$ cat src/rtl/fc_argmax_if.sv
// Stream, ROM and result signals of the fc_argmax classifier stage.
// The block is the slave; the surrounding pipeline and the weight ROM form the master side.
interface fc_argmax_if #(
  parameter int DW   = 32,
  parameter int WW   = 8,
  parameter int AW   = 10,
  parameter int NCLS = 10
);
  logic                      in_valid;
  logic                      in_ready;
  logic signed [DW-1:0]      in_data;
  logic [AW-1:0]             rom_addr;
  logic signed [WW-1:0]      rom_data;
  logic                      out_valid;
  logic                      out_ready;
  logic [$clog2(NCLS)-1:0]   out_class;
  logic signed [DW-1:0]      out_score;

  modport slave (
    input  in_valid, in_data, rom_data, out_ready,
    output in_ready, rom_addr, out_valid, out_class, out_score
  );

  modport master (
    output in_valid, in_data, rom_data, out_ready,
    input  in_ready, rom_addr, out_valid, out_class, out_score
  );
endinterface

$ cat src/rtl/fc_argmax.sv
// Fully-connected classifier with argmax: buffers CH inputs, computes NCLS logits from ROM weights.
// Define FC_SAT_EN to saturate scores to DW bits; otherwise scores wrap to the low DW bits.
module fc_argmax #(
  parameter int CH   = 56,
  parameter int NCLS = 10,
  parameter int DW   = 32,
  parameter int WW   = 8,
  parameter int FRAC = 7,
  parameter int AW   = 10
) (
  input  logic      clk,
  input  logic      rst,
  fc_argmax_if.slave bus
);
  localparam int CW   = $clog2(NCLS);
  localparam int KW   = $clog2(CH + 2);
  localparam int ACCW = 48;
  localparam int PW   = DW + WW;

  typedef enum logic [2:0] {IDLE, LOAD, MAC, CMP, DONE} state_t;

  state_t                  state_q, state_d;
  logic [KW-1:0]           cnt_q, cnt_d;
  logic [CW-1:0]           cls_q, cls_d;
  logic signed [ACCW-1:0]  acc_q, acc_d;
  logic [AW-1:0]           rom_addr_q, rom_addr_d;
  logic [CW-1:0]           best_cls_q, best_cls_d;
  logic signed [DW-1:0]    best_score_q, best_score_d;
  logic                    buf_we;

  logic signed [DW-1:0]    buf_q [CH];
  logic [KW-1:0]           kidx;
  logic signed [DW-1:0]    mac_x;
  logic signed [PW-1:0]    prod;
  logic signed [ACCW-1:0]  bias_ext;
  logic signed [DW-1:0]    score;

  function automatic logic signed [DW-1:0] reduce_score(input logic signed [ACCW-1:0] a);
`ifdef FC_SAT_EN
    logic signed [ACCW-1:0] s;
    logic signed [ACCW-1:0] smax;
    logic signed [ACCW-1:0] smin;
    s    = a >>> FRAC;
    smax = {{(ACCW-DW+1){1'b0}}, {(DW-1){1'b1}}};
    smin = {{(ACCW-DW+1){1'b1}}, {(DW-1){1'b0}}};
    if (s > smax)      return {1'b0, {(DW-1){1'b1}}};
    else if (s < smin) return {1'b1, {(DW-1){1'b0}}};
    else               return s[DW-1:0];
`else
    return DW'(a >>> FRAC);
`endif
  endfunction

  // Weight k arrives on rom_data during MAC cycle k+1, so the buffer is read one behind the counter.
  assign kidx     = cnt_q - KW'(1);
  assign mac_x    = buf_q[kidx];
  assign prod     = PW'(mac_x) * PW'(bus.rom_data);
  assign bias_ext = ACCW'(bus.rom_data) <<< FRAC;
  assign score    = reduce_score(acc_q);

  always_comb begin
    state_d      = state_q;
    cnt_d        = cnt_q;
    cls_d        = cls_q;
    acc_d        = acc_q;
    rom_addr_d   = rom_addr_q;
    best_cls_d   = best_cls_q;
    best_score_d = best_score_q;
    buf_we       = 1'b0;
    case (state_q)
      IDLE: begin
        state_d = LOAD;
        cnt_d   = '0;
      end
      LOAD: begin
        if (bus.in_valid) begin
          buf_we = 1'b1;
          if (cnt_q == KW'(CH - 1)) begin
            state_d    = MAC;
            cnt_d      = '0;
            cls_d      = '0;
            rom_addr_d = '0;
          end else begin
            cnt_d = cnt_q + KW'(1);
          end
        end
      end
      MAC: begin
        if (cnt_q == '0)              acc_d = '0;
        else if (cnt_q <= KW'(CH))    acc_d = acc_q + ACCW'(prod);
        else                          acc_d = acc_q + bias_ext;
        if (cnt_q < KW'(CH)) rom_addr_d = rom_addr_q + AW'(1);
        if (cnt_q == KW'(CH + 1)) begin
          state_d = CMP;
          cnt_d   = '0;
        end else begin
          cnt_d = cnt_q + KW'(1);
        end
      end
      CMP: begin
        // Strict compare: ties keep the lower class index.
        if (cls_q == '0 || score > best_score_q) begin
          best_cls_d   = cls_q;
          best_score_d = score;
        end
        if (cls_q == CW'(NCLS - 1)) begin
          state_d = DONE;
        end else begin
          cls_d      = cls_q + CW'(1);
          rom_addr_d = rom_addr_q + AW'(1);
          state_d    = MAC;
        end
      end
      DONE: begin
        if (bus.out_ready) state_d = LOAD;
      end
      default: state_d = IDLE;
    endcase
  end

  always_ff @(posedge clk or posedge rst) begin
    if (rst) begin
      state_q      <= IDLE;
      cnt_q        <= '0;
      cls_q        <= '0;
      acc_q        <= '0;
      rom_addr_q   <= '0;
      best_cls_q   <= '0;
      best_score_q <= '0;
    end else begin
      state_q      <= state_d;
      cnt_q        <= cnt_d;
      cls_q        <= cls_d;
      acc_q        <= acc_d;
      rom_addr_q   <= rom_addr_d;
      best_cls_q   <= best_cls_d;
      best_score_q <= best_score_d;
    end
  end

  always_ff @(posedge clk) begin
    if (buf_we) buf_q[cnt_q] <= bus.in_data;
  end

  assign bus.in_ready  = (state_q == LOAD);
  assign bus.out_valid = (state_q == DONE);
  assign bus.rom_addr  = rom_addr_q;
  assign bus.out_class = best_cls_q;
  assign bus.out_score = best_score_q;
endmodule
$ cat src/flat_wrapper.sv
// flat-port wrapper written by rule: the top's interface ports become plain ports
module fc_argmax_flat 
#(
  parameter int CH   = 56,
  parameter int NCLS = 10,
  parameter int DW   = 32,
  parameter int WW   = 8,
  parameter int FRAC = 7,
  parameter int AW   = 10
)
  (clk, rst, bus_in_valid, bus_in_data, bus_rom_data, bus_out_ready, bus_in_ready, bus_rom_addr, bus_out_valid, bus_out_class, bus_out_score);
  fc_argmax_if #(.DW(DW), .WW(WW), .AW(AW), .NCLS(NCLS)) bus_i ();
  input  logic clk;
  input  logic rst;
  input wire logic [$bits(bus_i.in_valid)-1:0] bus_in_valid;
  input wire logic [$bits(bus_i.in_data)-1:0] bus_in_data;
  input wire logic [$bits(bus_i.rom_data)-1:0] bus_rom_data;
  input wire logic [$bits(bus_i.out_ready)-1:0] bus_out_ready;
  output wire logic [$bits(bus_i.in_ready)-1:0] bus_in_ready;
  output wire logic [$bits(bus_i.rom_addr)-1:0] bus_rom_addr;
  output wire logic [$bits(bus_i.out_valid)-1:0] bus_out_valid;
  output wire logic [$bits(bus_i.out_class)-1:0] bus_out_class;
  output wire logic [$bits(bus_i.out_score)-1:0] bus_out_score;
  assign bus_i.in_valid = bus_in_valid;
  assign bus_i.in_data = bus_in_data;
  assign bus_i.rom_data = bus_rom_data;
  assign bus_i.out_ready = bus_out_ready;
  assign bus_in_ready = bus_i.in_ready;
  assign bus_rom_addr = bus_i.rom_addr;
  assign bus_out_valid = bus_i.out_valid;
  assign bus_out_class = bus_i.out_class;
  assign bus_out_score = bus_i.out_score;
  fc_argmax #(.CH(CH), .NCLS(NCLS), .DW(DW), .WW(WW), .FRAC(FRAC), .AW(AW)) u_core (.clk(clk), .rst(rst), .bus(bus_i));
endmodule
$ cat config.mk
export PLATFORM = sky130hd
export DESIGN_NAME = fc_argmax_flat
export DESIGN_NICKNAME = d
export VERILOG_FILES = /design/src/rtl/fc_argmax_if.sv /design/src/rtl/fc_argmax.sv /design/src/flat_wrapper.sv
export SDC_FILE = /design/constraint.sdc
export NUM_CORES = 2
export LEC_CHECK = 0
export BUFFER_PORTS_ARGS = -buffer_cell sky130_fd_sc_hd__buf_4
export CAP_MARGIN = 20
export CELL_PAD_IN_SITES_DETAIL_PLACEMENT = 0
export CELL_PAD_IN_SITES_GLOBAL_PLACEMENT = 2
export CORE_UTILIZATION = 50
export CTS_CLUSTER_DIAMETER = 60
export CTS_CLUSTER_SIZE = 24
export DETAILED_ROUTE_END_ITERATION = 16
export GPL_TIMING_DRIVEN = 0
export PLACE_DENSITY = 0.83
export SLEW_MARGIN = 5
export SYNTH_ARGS = -nofsm -noshare
export SYNTH_HDL_FRONTEND = slang
export SYNTH_SLANG_ARGS = --single-unit
$ cat constraint.sdc
create_clock -name clk -period 11.6 [get_ports clk]
set_clock_uncertainty 0.1 [all_clocks]
set_input_delay 3.48 -clock clk [delete_from_list [all_inputs] [get_ports clk]]
set_output_delay 3.48 -clock clk [all_outputs]
set_load 0.02 [all_outputs]
Yosys cells after proc, flatten, opt, wreduce, memory -nomap -nowiden --
Memory sizes are Yosys's and may differ from the RTL's. Index checks and enable logic that the tools add are counted.
Cells by class: add/subtract/negate cells 6, multiply operators 1, order comparisons 3, equal/unequal tests 13, muxes and demuxes 25, reduce and logical (&&, ||, !) cells 12
Operator list (number):
- $mux W48 | 2
- $add A48 B15 Y48 | 1
- $add A48 B40 Y48 | 1
- $mul A32 B8 Y40 | 1
- $mux W10 | 4
- $gt A32 B32 Y1 | 1
- $pmux W10 S3 | 1
- $mux W6 | 3
- $pmux W6 S3 | 1
- $mux W3 | 5
- $pmux W3 S5 | 1
- $eq A6 B6 Y1 const B | 2
- $mux W4 | 3
- $add A10 B1 Y10 const B | 1
- $pmux W4 S2 | 1
- $reduce_and A4 Y1 | 2
- $add A6 B1 Y6 const B | 1
- $eq A3 B2 Y1 const B | 2
- $le A6 B6 Y1 const B | 1
- $logic_not A6 Y1 | 1
- $lt A6 B6 Y1 const B | 1
- $ne A2 B1 Y1 const B | 3
- $ne A2 B2 Y1 const B | 3
- $reduce_bool A3 Y1 | 2
- other kinds (12) | 16
Storage, ports and cells: flip-flop bits (word level) 107, memory bits (writable) 1792, input port bits 44, output and inout port bits 48, word-level logic and storage cells 68, memories 1
Memory list:
- u_core.buf_q | words 56, width 32, rd ports 1, clocked after memory_dff 0, write ports 1, RTL line fc_argmax.sv:31 | logic signed [DW-1:0] buf_q [CH];

Depth between registers and ports, before layout --
An unclocked memory read counts as a cell.
depth after elaboration 6, gate-level depth with buffers 41

Least setup slack after synthesis --
Ideal clock, no wire load.
path kind reg2reg, start reg u_core.cnt_q[0], end reg u_core.acc_q[38], library setup time 0.126 ns, arrival time 8.839 ns, required time 11.374 ns, slack 2.535 ns, cell stages (with the launch flop) 37, period minus slack after synthesis 9.065 ns, cell sequence dfrtp_1 -> buf_2 -> buf_4 -> buf_4 -> buf_2 -> buf_2 -> inv_1 -> ha_1 -> buf_6 -> buf_6 -> buf_4 -> buf_2 -> buf_1 -> mux4_2 -> mux4_2 -> a211oi_1 -> a21oi_1 -> and2_1 -> fa_1 -> inv_1 -> fa_1 -> inv_1 -> fa_1 -> fa_1 -> fa_1 -> ha_1 -> o211ai_1 -> a21o_1 -> a31oi_2 -> o311a_4 -> a2bb2oi_2 -> o31ai_1 -> a41o_1 -> a21o_1 -> a21oi_1 -> xnor2_1 -> a221o_1
Between the ends: longest elaborated chain between the ends 6, elaborated cells on any way between the ends 8
Ends and longest elaborated chain:
- from (decl) | RTL line fc_argmax.sv:23 | logic [KW-1:0] cnt_q, cnt_d;
- from (signal assigned) | RTL line fc_argmax.sv:132 | cnt_q <= cnt_d;
- $sub A6 B1 Y6 | RTL line fc_argmax.sv:55 | assign kidx = cnt_q - KW'(1);
- $mem_v2 Z56 W32
- $mul A32 B8 Y40 | RTL line fc_argmax.sv:57 | assign prod = PW'(mac_x) * PW'(bus.rom_data);
- $add A48 B40 Y48 | RTL line fc_argmax.sv:90 | else if (cnt_q <= KW'(CH)) acc_d = acc_q + ACCW'(prod);
- $mux W48 | RTL line fc_argmax.sv:90
- $mux W48 * | RTL line fc_argmax.sv:89 | if (cnt_q == '0) acc_d = '0;
- to (signal assigned) | RTL line fc_argmax.sv:126 | acc_q <= '0;
- to (signal assigned) | RTL line fc_argmax.sv:134 | acc_q <= acc_d;
- to (decl) | RTL line fc_argmax.sv:25 | logic signed [ACCW-1:0] acc_q, acc_d;
Every way passes the cells marked *; elsewhere a longest branch is shown, timed or not. A chain may end at the register's enable or synchronous reset.

Worst setup path in the final report --
Same ends and word-level chain as after synthesis.

==> summary.txt <==
Initial Util: 50.6%
Pins Over Slew Limit: 0
Tmin final: 11.18 ns
CP Data Required Time: 12.12 ns
Post-synth top flop: edfxtp_1
Row cnt: 149
Total routing usage reported by global routing: 26.0%
Fin crit share: 96.4%
Setup CP Type: flop to flop
Ys async rst share: 5.19%
EDFF count, synth: 1792
Chip width: 411 µm
Min-Delay Path Class: flop to flop
Seq/Total Area, Yosys: 67.2%
CP Launch Type: flop
Area of the core: 166000 µm²
#FFs+latches synth: 1890
Critical Path Sink: u_core.acc_q[38]
Slew @ Worst Pin: 1.17 ns
Syn Std Cell Area: 83800 µm²
# clock sinks: 1890
Cts hold-fix bufs: 0
Deepest clock path buffer count: 3
Setup-failing EPs final: 0
Clock root cell: clkbuf_16
Fin util: 56.2%
Fillers: 12.5k
DRT Pass-1 Iters: 6
Syn. warnings: 0
Fin nets: 5036
Max_cap viols: 0
Layout cells sized above 1: 23.9%
Area growth syn-to-layout: 11.0%
Port bufs: 91
R2R cell count: 34
Via count: 42.4k
Status: complete, no violations
Total congestion overflow: 0
Cell mode on critical path: fa_1
Critical path origin: u_core.cnt_q[0]
Slowest Stage Delay on Critical Path: 0.68 ns
Worst-path fanout max: 10
Worst-Skew Late Latency: 0.80 ns
WL/cell: 31.5 µm
Worst slew slack as a fraction of its limit: 22.0%
Residual DRC: 0
R2R Path End: u_core.acc_q[38]
Drt total wl: 217 mm
Die area: 169000 µm²
ANT nets after route: 0
RSZ-0062 raised after global routing: false
Chip height: 411 µm
First-pass GRT wire length: 310 mm
Commonest non-fill, non-tap cell in the layout: edfxtp_1
Num CTS Buffers: 115
Library cells used by synthesis: 76
GPL Wtd Cong: 0.841
CTS tree: yes
Number of global-route vias before repair: 43.1k
Cells after synthesis: 4334
H-tree depth: 3
Number of vias per cell: 6.16
Syn Nets: 4765
Syn Area/Cell: 19.3 µm²
Worst reg-to-reg setup slack: 0.42 ns
Crit path max-delay cell type: buf_1
Initial DRC count: 5254
Pin count of the biggest net entering global routing: 83
Worst-path clk slew: 0.09 ns
Post-detail-place hpwl: 150 mm
WP data arrival: 11.69 ns
Initial antenna violation count: 11
Buffers inserted during post-CTS setup optimization: 0
Critical Path End Type: flop
Fin. Hold Viols: 0
Fmax: 89.5 MHz
Worst R2R Start: u_core.cnt_q[0]
Io pins: 92
WHS: 0.383 ns
Commonest cells after routing, fill and taps aside: 1792 x edfxtp_1, 544 x mux4_2, 235 x fa_1
==> cell usage after synthesis, types with 66 or more instances <==
cell | instances | area share (%)
ha_1 | 152 | 2.3
nand2_1 | 140 | 0.63
o21ai_0 | 66 | 0.39
mux4_2 | 544 | 15
buf_2 | 102 | 0.61
mux2i_1 | 94 | 1.1
dfrtp_1 | 98 | 2.9
nor2_1 | 175 | 0.78
inv_1 | 194 | 0.87
fa_1 | 235 | 5.6
and2_1 | 154 | 1.2
edfxtp_1 | 1792 | 64
a21oi_1 | 94 | 0.56
clkbuf_1 | 69 | 0.31
==> how the worst min path moves through the flow <==
| stage | start | endpoint | slack (ns) | cells after the start |
|---|---|---|---|---|
| after CTS | u_core.bus.rom_addr[9] | u_core.bus.rom_addr[9] | 0.40 | 1 |
| final | u_core.bus.rom_addr[9] | u_core.bus.rom_addr[9] | 0.38 | 1 |
| after detailed placement | u_core.acc_q[2] | u_core.acc_q[2] | 0.38 | 1 |
| after floorplan | u_core.acc_q[5] | u_core.acc_q[5] | 0.35 | 2 |
| after global routing | u_core.acc_q[6] | u_core.acc_q[6] | 0.42 | 1 |
| after global placement | u_core.acc_q[5] | u_core.acc_q[5] | 0.37 | 2 |
==> worst max-delay path, delay by kind of cell (launching register included) <==
kind            cells  cell delay [ns]
flops               1             0.38
xor+xnor            1             0.12
simple gates        1             0.29
compound gates     12             2.72
buf+inv            11             3.39
mux                 2             1.07
fa+ha+maj           7             2.93
==> layout make-up <==
type,instances,area [µm²],share of cell area (%)
clock buffers,130,3000,3.22
flip-flops and latches,1890,56300,60.5
multi-input cells,2052,26400,28.4
repair buffers,154,2030,2.18
clock inverters,69,863,0.928
well taps,2189,2740,2.95
plain buffers,198,963,1.04
diodes,6,15.0,0.0161
inverters,194,733,0.788
==> layer usage <==
| layer | wire (µm) | GRT usage (%) | share of wire, % |
|---|---|---|---|
| met3 | 18000 | 4.36 | 8.3 |
| met4 | 7180 | 7.95 | 3.3 |
| met5 | 13 | 0 | 0.0060 |
| met1 | 88000 | 37.0 | 41 |
| met2 | 104000 | 41.6 | 48 |
==> state kept, by name (all words and copies together), names as in the netlist <==
signal                count
u_core.cls_q              4
u_core.cnt_q              6
u_core.bus.rom_addr      10
u_core.bus.out_score     32
u_core.acc_q             39
u_core.state_q            3
u_core.buf_q           1792
u_core.bus.out_class      4
==> logic make-up (layout without fill, tap and decap cells) <==
logic type,after synthesis,after routing,synth area share [%]
buffers and inverters,392,745,1.97
and+or+nand+nor,584,584,3.42
xor gates and xnor gates,70,70,0.732
other,0,6,0
AOI/OAI and AO/OA,363,363,2.93
DFF,1890,1890,67.2
muxes,648,648,15.9
adders and majority gates,387,387,7.89
==> stage by stage <==
stage                     setup TNS, ns  setup WS [ns]  area (µm²)  instances
final                                 0          0.423       93000       6882
after global routing                  0       0.000874       93000       6877
after CTS                             0        0.00450       92800       6876
after detailed placement          -3.89         -0.667       89000       6677
after global placement            -2.51         -0.562       87200       6614
after floorplan                       0           2.53       83800       4334
==> what timing repair did <==
action                                  4_1_cts  5_1_grt
endpoints found under the setup margin       16        9
gates resized for setup                      12       36
endpoints found under the hold margin         0        0
Power is left out: the tool's default activity adds up to more than one toggle a clock period on the data nets, which glitch-free logic cannot reach.
